### config.mk
export PLATFORM = sky130hd
export DESIGN_NAME = move_history
export DESIGN_NICKNAME = d
export VERILOG_FILES = /design/src/rtl/gobang_pkg.sv /design/src/rtl/move_ram.sv /design/src/rtl/move_history.sv
export SDC_FILE = /design/constraint.sdc
export NUM_CORES = 2
export LEC_CHECK = 0
export ABC_AREA = 1
export BUFFER_PORTS_ARGS = -buffer_cell sky130_fd_sc_hd__buf_4
export CORE_ASPECT_RATIO = 1.75
export CORE_UTILIZATION = 60
export CTS_CLUSTER_DIAMETER = 100
export DETAILED_ROUTE_END_ITERATION = 7
export PLACE_DENSITY_LB_ADDON = 0.25
export SETUP_SLACK_MARGIN = 0.1
export SYNTH_ARGS = -nofsm -noshare
export SYNTH_HDL_FRONTEND = slang
export SYNTH_HIERARCHICAL = 1
export SYNTH_SLANG_ARGS = --single-unit
### constraint.sdc
create_clock -name clk -period 4 [get_ports clk]
set_input_delay 0.4 -clock clk [delete_from_list [all_inputs] [get_ports clk]]
set_output_delay 0.4 -clock clk [all_outputs]
set_load 0.01 [all_outputs]
### src/rtl/gobang_pkg.sv
// Shared Gobang board constants, stone encoding, move-history FSM states and the stored move record.
package gobang_pkg;

    localparam int unsigned BOARD_N    = 15;
    localparam int unsigned COORD_W    = 4;
    localparam int unsigned MOVE_DEPTH = BOARD_N * BOARD_N;
    localparam int unsigned MOVE_PTR_W = 8;
    localparam int unsigned MOVE_W     = 2 * COORD_W + 1;

    localparam logic [1:0] EMPTY = 2'b00;
    localparam logic [1:0] BLACK = 2'b01;
    localparam logic [1:0] WHITE = 2'b10;

    typedef enum logic [2:0] {
        ST_IDLE,
        ST_PUSH,
        ST_RD,
        ST_ERASE,
        ST_REFRESH
    } state_e;

    typedef struct packed {
        logic               color;
        logic [COORD_W-1:0] y;
        logic [COORD_W-1:0] x;
    } move_t;

    function automatic logic [1:0] stone_code(input logic color);
        return color ? WHITE : BLACK;
    endfunction

endpackage

### src/rtl/move_ram.sv
// Simple dual-port RAM: one write port, one registered read port (one-cycle read latency).
module move_ram #(
    parameter int unsigned DEPTH  = 225,
    parameter int unsigned WIDTH  = 9,
    parameter int unsigned ADDR_W = 8
) (
    input  logic              clk,
    input  logic              wr_en,
    input  logic [ADDR_W-1:0] wr_addr,
    input  logic [WIDTH-1:0]  wr_data,
    input  logic [ADDR_W-1:0] rd_addr,
    output logic [WIDTH-1:0]  rd_data
);

    logic [WIDTH-1:0] mem_q [DEPTH];
    logic [WIDTH-1:0] rd_data_q;

    always_ff @(posedge clk) begin
        if (wr_en) begin
            mem_q[wr_addr] <= wr_data;
        end
        rd_data_q <= mem_q[rd_addr];
    end

    assign rd_data = rd_data_q;

endmodule

### src/rtl/move_history.sv
// LIFO of placed stones: issues round-counter strobes and board-memory writes for place and undo,
// and exports the top-of-stack move for cursor highlighting.
module move_history
    import gobang_pkg::*;
#(
    parameter int unsigned DEPTH = MOVE_DEPTH,
    parameter int unsigned PTR_W = MOVE_PTR_W
) (
    input  logic               clk,
    input  logic               rst_p,
    input  logic               place_valid,
    input  logic [COORD_W-1:0] place_x,
    input  logic [COORD_W-1:0] place_y,
    input  logic               place_color,
    input  logic               retract_req,
    input  logic               clr,
    output logic               write,
    output logic               write_color,
    output logic               retract,
    output logic               board_we,
    output logic [COORD_W-1:0] board_x,
    output logic [COORD_W-1:0] board_y,
    output logic [1:0]         board_data,
    output logic [PTR_W-1:0]   count,
    output logic               empty,
    output logic               full,
    output logic               busy,
    output logic               last_valid,
    output logic [COORD_W-1:0] last_x,
    output logic [COORD_W-1:0] last_y,
    output logic               last_color,
    output logic               drop
);

    state_e             state_q, state_d;
    logic [PTR_W-1:0]   count_q, count_d;
    logic               retract_req_q, retract_req_d;
    logic               write_q, write_d;
    logic               write_color_q, write_color_d;
    logic               retract_q, retract_d;
    logic               board_we_q, board_we_d;
    logic [COORD_W-1:0] board_x_q, board_x_d;
    logic [COORD_W-1:0] board_y_q, board_y_d;
    logic [1:0]         board_data_q, board_data_d;
    logic               empty_q, empty_d;
    logic               full_q, full_d;
    logic               busy_q, busy_d;
    logic               last_valid_q, last_valid_d;
    logic [COORD_W-1:0] last_x_q, last_x_d;
    logic [COORD_W-1:0] last_y_q, last_y_d;
    logic               last_color_q, last_color_d;
    logic               drop_q, drop_d;

    logic               retract_edge;
    logic               ram_we;
    move_t              wr_move;
    move_t              rd_move;
    logic [PTR_W-1:0]   rd_addr;

    // Read address always tracks the current top so the entry is ready one cycle later.
    assign rd_addr      = (count_q == '0) ? '0 : count_q - PTR_W'(1);
    assign retract_edge = retract_req & ~retract_req_q;

    move_ram #(
        .DEPTH  (DEPTH),
        .WIDTH  (MOVE_W),
        .ADDR_W (PTR_W)
    ) u_ram (
        .clk     (clk),
        .wr_en   (ram_we),
        .wr_addr (count_q),
        .wr_data (wr_move),
        .rd_addr (rd_addr),
        .rd_data (rd_move)
    );

    always_comb begin
        state_d       = state_q;
        count_d       = count_q;
        retract_req_d = retract_req;
        write_d       = 1'b0;
        retract_d     = 1'b0;
        board_we_d    = 1'b0;
        drop_d        = 1'b0;
        write_color_d = write_color_q;
        board_x_d     = board_x_q;
        board_y_d     = board_y_q;
        board_data_d  = board_data_q;
        last_valid_d  = last_valid_q;
        last_x_d      = last_x_q;
        last_y_d      = last_y_q;
        last_color_d  = last_color_q;
        ram_we        = 1'b0;
        wr_move       = '{color: place_color, y: place_y, x: place_x};

        if (clr) begin
            state_d      = ST_IDLE;
            count_d      = '0;
            last_valid_d = 1'b0;
            last_x_d     = '0;
            last_y_d     = '0;
            last_color_d = 1'b0;
        end else begin
            unique case (state_q)
                ST_IDLE: begin
                    if (place_valid) begin
                        // Placement wins over a simultaneous retract edge.
                        drop_d = retract_edge;
                        if (count_q == PTR_W'(DEPTH)) begin
                            drop_d = 1'b1;
                        end else begin
                            ram_we        = 1'b1;
                            state_d       = ST_PUSH;
                            write_d       = 1'b1;
                            write_color_d = place_color;
                            board_we_d    = 1'b1;
                            board_x_d     = place_x;
                            board_y_d     = place_y;
                            board_data_d  = stone_code(place_color);
                            count_d       = count_q + PTR_W'(1);
                            last_valid_d  = 1'b1;
                            last_x_d      = place_x;
                            last_y_d      = place_y;
                            last_color_d  = place_color;
                        end
                    end else if (retract_edge && (count_q != '0)) begin
                        state_d = ST_RD;
                    end
                end
                ST_PUSH: begin
                    state_d = ST_IDLE;
                    drop_d  = place_valid | retract_edge;
                end
                ST_RD: begin
                    state_d       = ST_ERASE;
                    drop_d        = place_valid | retract_edge;
                    retract_d     = 1'b1;
                    write_color_d = rd_move.color;
                    board_we_d    = 1'b1;
                    board_x_d     = rd_move.x;
                    board_y_d     = rd_move.y;
                    board_data_d  = EMPTY;
                    count_d       = count_q - PTR_W'(1);
                end
                ST_ERASE: begin
                    state_d = ST_REFRESH;
                    drop_d  = place_valid | retract_edge;
                end
                ST_REFRESH: begin
                    state_d = ST_IDLE;
                    drop_d  = place_valid | retract_edge;
                    if (count_q != '0) begin
                        last_valid_d = 1'b1;
                        last_x_d     = rd_move.x;
                        last_y_d     = rd_move.y;
                        last_color_d = rd_move.color;
                    end else begin
                        last_valid_d = 1'b0;
                        last_x_d     = '0;
                        last_y_d     = '0;
                        last_color_d = 1'b0;
                    end
                end
                default: state_d = ST_IDLE;
            endcase
        end

        empty_d = (count_d == '0);
        full_d  = (count_d == PTR_W'(DEPTH));
        busy_d  = (state_d != ST_IDLE);
    end

    always_ff @(posedge clk or posedge rst_p) begin
        if (rst_p) begin
            state_q       <= ST_IDLE;
            count_q       <= '0;
            retract_req_q <= 1'b0;
            write_q       <= 1'b0;
            write_color_q <= 1'b0;
            retract_q     <= 1'b0;
            board_we_q    <= 1'b0;
            board_x_q     <= '0;
            board_y_q     <= '0;
            board_data_q  <= '0;
            empty_q       <= 1'b0;
            full_q        <= 1'b0;
            busy_q        <= 1'b0;
            last_valid_q  <= 1'b0;
            last_x_q      <= '0;
            last_y_q      <= '0;
            last_color_q  <= 1'b0;
            drop_q        <= 1'b0;
        end else begin
            state_q       <= state_d;
            count_q       <= count_d;
            retract_req_q <= retract_req_d;
            write_q       <= write_d;
            write_color_q <= write_color_d;
            retract_q     <= retract_d;
            board_we_q    <= board_we_d;
            board_x_q     <= board_x_d;
            board_y_q     <= board_y_d;
            board_data_q  <= board_data_d;
            empty_q       <= empty_d;
            full_q        <= full_d;
            busy_q        <= busy_d;
            last_valid_q  <= last_valid_d;
            last_x_q      <= last_x_d;
            last_y_q      <= last_y_d;
            last_color_q  <= last_color_d;
            drop_q        <= drop_d;
        end
    end

    assign write       = write_q;
    assign write_color = write_color_q;
    assign retract     = retract_q;
    assign board_we    = board_we_q;
    assign board_x     = board_x_q;
    assign board_y     = board_y_q;
    assign board_data  = board_data_q;
    assign count       = count_q;
    assign empty       = empty_q;
    assign full        = full_q;
    assign busy        = busy_q;
    assign last_valid  = last_valid_q;
    assign last_x      = last_x_q;
    assign last_y      = last_y_q;
    assign last_color  = last_color_q;
    assign drop        = drop_q;

endmodule
==> flow_summary.yaml <==
power_and_ir_drop:
  power_density_nw_per_um2: 667
  combPwrFrac_pct: 34.6
  power_frac_clock_pct: 26.7
  intPower_w: 0.0391
  p_seq_share_pct: 38.7
  peakVddDrop_v: 0.000561
  switching_share_pct: 37.4
  p_leak_nw: 33.4
  netSwitchingPower_w: 0.0233
yosys:
  synth_area_um2: 84800
  synth_ff_type: "edfxtp_1"
  synth-seq-cells: 2074
  seq_area_frac_synth_pct: 73.1
  synthCells: 7292
  synth-edff-count: 2025
  syn_area_per_cell_um2: 11.6
  ys.warnings.count: 6
  synth_cell_types: 33
  synth.net_count: 7309
  synthArstFlopShare_pct: 1.93
critical_path:
  arrival_ns: 4.56
  endpoint_kind: "flop"
  critPathBufInv: 4
  cp_cell_sequence: "inv_1, ha_1, nand3_1, nor3_4, buf_6, nor2_4, inv_4, buf_4, nand3_1, nand3_1, nand3_1, nand3_1, nand2_1, nand2_1, nand2_1"
  slowest_stage: "inv_4"
  cp_max_fo: 30
  critPathMaxStageDelay_ns: 0.48
  required_ns: 4.67
  worstSetupPathType: "flop to flop"
  cp.depth: 15
  crit_family: "simple AND/OR/NAND/NOR gates"
  reg2reg_depth: 15
  cp_common_cell: "nand3_1"
  cp-start-kind: "flop"
drt:
  drcViolationCount: 0
  dr_total_vias: 57600
  viasPerCell: 6.21
  wl_per_cell_um: 25.7
  finalWirelength_um: 238000
  dr.pass1.iters: 8
  ant_nets: 0
  first_iter_violations: 7172
sta:
  finalHoldWorstSlack_ns: 0.0676
  fin_crit_sh_pct: 97.1
  skew_ns: 0.0297
  min_period_ns: 3.88
  hold_viol: 0
  max_freq_mhz: 257
  fin_ws_ns: 0.116
  relSlewSlack_pct: 7.91
  maxSlewViolCount: 0
  tightest_slew_ns: 1.38
  setup_violations: 0
  rsz0062_at_grt: "no"
  fin_setup_tns_ns: 0
floorplanning:
  die_w_um: 286
  num_io_pins: 50
  core_area_um2: 141000
  fp-row-count: 182
  initial_core_util_pct: 60.4
  die_height_um: 499
  die_area_um2: 143000
final_layout:
  mostFrequentLayoutCell: "nand2_1"
  layoutNonFillerInstCount: 9273
  fillCellCount: 10000
  final_cell_mix: "nand2_1 (2,259), edfxtp_1 (2,025), nand3_1 (1,883)"
  finalInstanceArea_um2: 93600
  drive_above_1_share_pct: 7.81
  area_delta_synth_final_pct: 10.4
  nets: 7302
  multi_input_area_um2: 20200
  regArea_um2: 62000
cts:
  cts_buffers: 174
  cts.reportedPaths.clkPinSlew_ns: 0.07
  clock_latency_ns: 0.82
  cts_max_level: 4
  cts_tree: "built"
  clk_path_buf_depth: 3
  post-cts-setup-buffer-count: 0
  cts_sinks: 2074
  clock_tree.root_cell: "clkbuf_16"
min_path:
  worstHoldPathCells: 6
  hold_class: "input port to flop"
global_route:
  grt_max_degree: 107
  grt_pass1_vias: 55800
  grt_pass1_wl_um: 350000
  antenna_found_initial: 6
  grt_overflow: 0
  grt_util_all_layers_pct: 33.4
placed_design:
  dp_hpwl_um: 148000
  place.port_buffers: 49
  post-place-ws_ns: 0.0877
  place_area_um2: 88000
  place_congestion: 0.969
  placed_cells: 8944
flow_run:
  max_cap_viol_count: 0
outcome:
  status: "finished, final reports clean"
final timing paths:
| path | from | end | slack (ns) |
|---|---|---|---|
| setup / recovery | count[1]$_DFF_PP0_ | u_ram/rd_data[5]$_DFF_P_ | 0.12 |
| hold / removal | place_valid | count[6]$_DFF_PP0_ | 0.07 |
| setup reg to reg | count[1]$_DFF_PP0_ | u_ram/rd_data[5]$_DFF_P_ | 0.12 |
| hold reg to reg | last_valid$_DFFE_PP0P_ | last_valid$_DFFE_PP0P_ | 0.48 |
| max in group asynchronous | rst_p | last_y[3]$_DFFE_PP0P_ | 3.37 |
| min in group asynchronous | rst_p | retract_req_q$_DFF_PP0_ | 0.26 |
kinds of logic after synthesis:
| group | Yosys count | share of synthesized area [%] |
|---|---|---|
| and+or+nand+nor | 4517 | 22.9 |
| DFF | 2074 | 73.1 |
| buffers and inverters | 577 | 3.24 |
| AOI/OAI and AO/OA | 116 | 0.729 |
| muxes | 3 | 0.0354 |
| adders and majority gates | 3 | 0.0443 |
| xor gates and xnor gates | 2 | 0.0207 |
power by group through the flow:
| stage | clock (W) | sequential (W) | combinational, W |
|---|---|---|---|
| finish | 0.0167 | 0.0241 | 0.0216 |
| global route | 0.0175 | 0.0241 | 0.0229 |
| global placement | 0 | 0.0246 | 0.0208 |
| CTS | 0.0168 | 0.0241 | 0.0211 |
| detailed placement | 0 | 0.0246 | 0.0210 |
| floorplan | 0 | 0.0245 | 0.0126 |
per-layer routing:
layer	vias up	wire, um	track usage, %
li1	25600	-	-
met1	27900	79400	38.9
met2	3270	119000	56.1
met3	789	21000	5.50
met4	6	19300	23.8
met5	-	38	0
cells in the mapped netlist (9+ instances only):
cell type / n / area [um2]
buf_1: 65 / 244
o21ai_0: 61 / 305
edfxtp_1: 2025 / 60800
o211ai_1: 9 / 67.6
clkbuf_1: 87 / 327
dfrtp_1: 40 / 1000
buf_2: 263 / 1320
o21ai_1: 15 / 75.1
dfxtp_1: 9 / 180
buf_4: 58 / 435
a21oi_1: 27 / 135
inv_2: 12 / 45.0
nand3_1: 1884 / 9430
nor2_1: 354 / 1330
nand2_1: 2260 / 8480
inv_1: 84 / 315
stage by stage:
stage / power, W / utilization, %
after floorplan: 0.0372 / -
after global placement: 0.0454 / 62.6
after detailed placement: 0.0456 / 62.6
after CTS: 0.0620 / 66.6
after global routing: 0.0646 / 66.6
final: 0.0624 / 66.6
sequential cells by signal (all words and copies together) (netlist names):
register / count
state_q: 3
retract: 1
drop: 1
u_ram/mem_q: 2025
last_valid: 1
full: 1
last_x: 4
write: 1
last_y: 4
busy: 1
write_color: 1
count: 8
board_y: 4
board_x: 4
retract_req_q: 1
board_data: 2
board_we: 1
u_ram/rd_data: 9
empty: 1
last_color: 1
worst register-to-register path, stage by stage (launching register included):
cell     delay, ns
dfrtp_1       0.38
inv_1         0.12
ha_1          0.26
nand3_1       0.17
nor3_4        0.23
buf_6         0.23
nor2_4        0.10
inv_4         0.49
buf_4         0.44
nand3_1       0.27
nand3_1       0.22
nand3_1       0.10
nand3_1       0.26
nand2_1       0.20
nand2_1       0.21
nand2_1       0.08
area by class of cell:
type / instances / share of cell area [%]
diodes: 4 / 0.0107
multi-input cells: 4641 / 21.5
repair buffers: 295 / 3.44
flip-flops and latches: 2074 / 66.2
clock inverters: 103 / 0.949
clock buffers: 217 / 4.98
inverters: 99 / 0.438
well taps: 1840 / 2.46
what timing repair did:
action                                 in CTS  in global routing
cloned                                      0                  1
endpoints found under the hold margin      58                  0
hold buffers                                4                  0
setup endpoints to repair                   2                  9
resized for setup                           2                  8
Note: power is estimated with default switching activity, not from simulation.
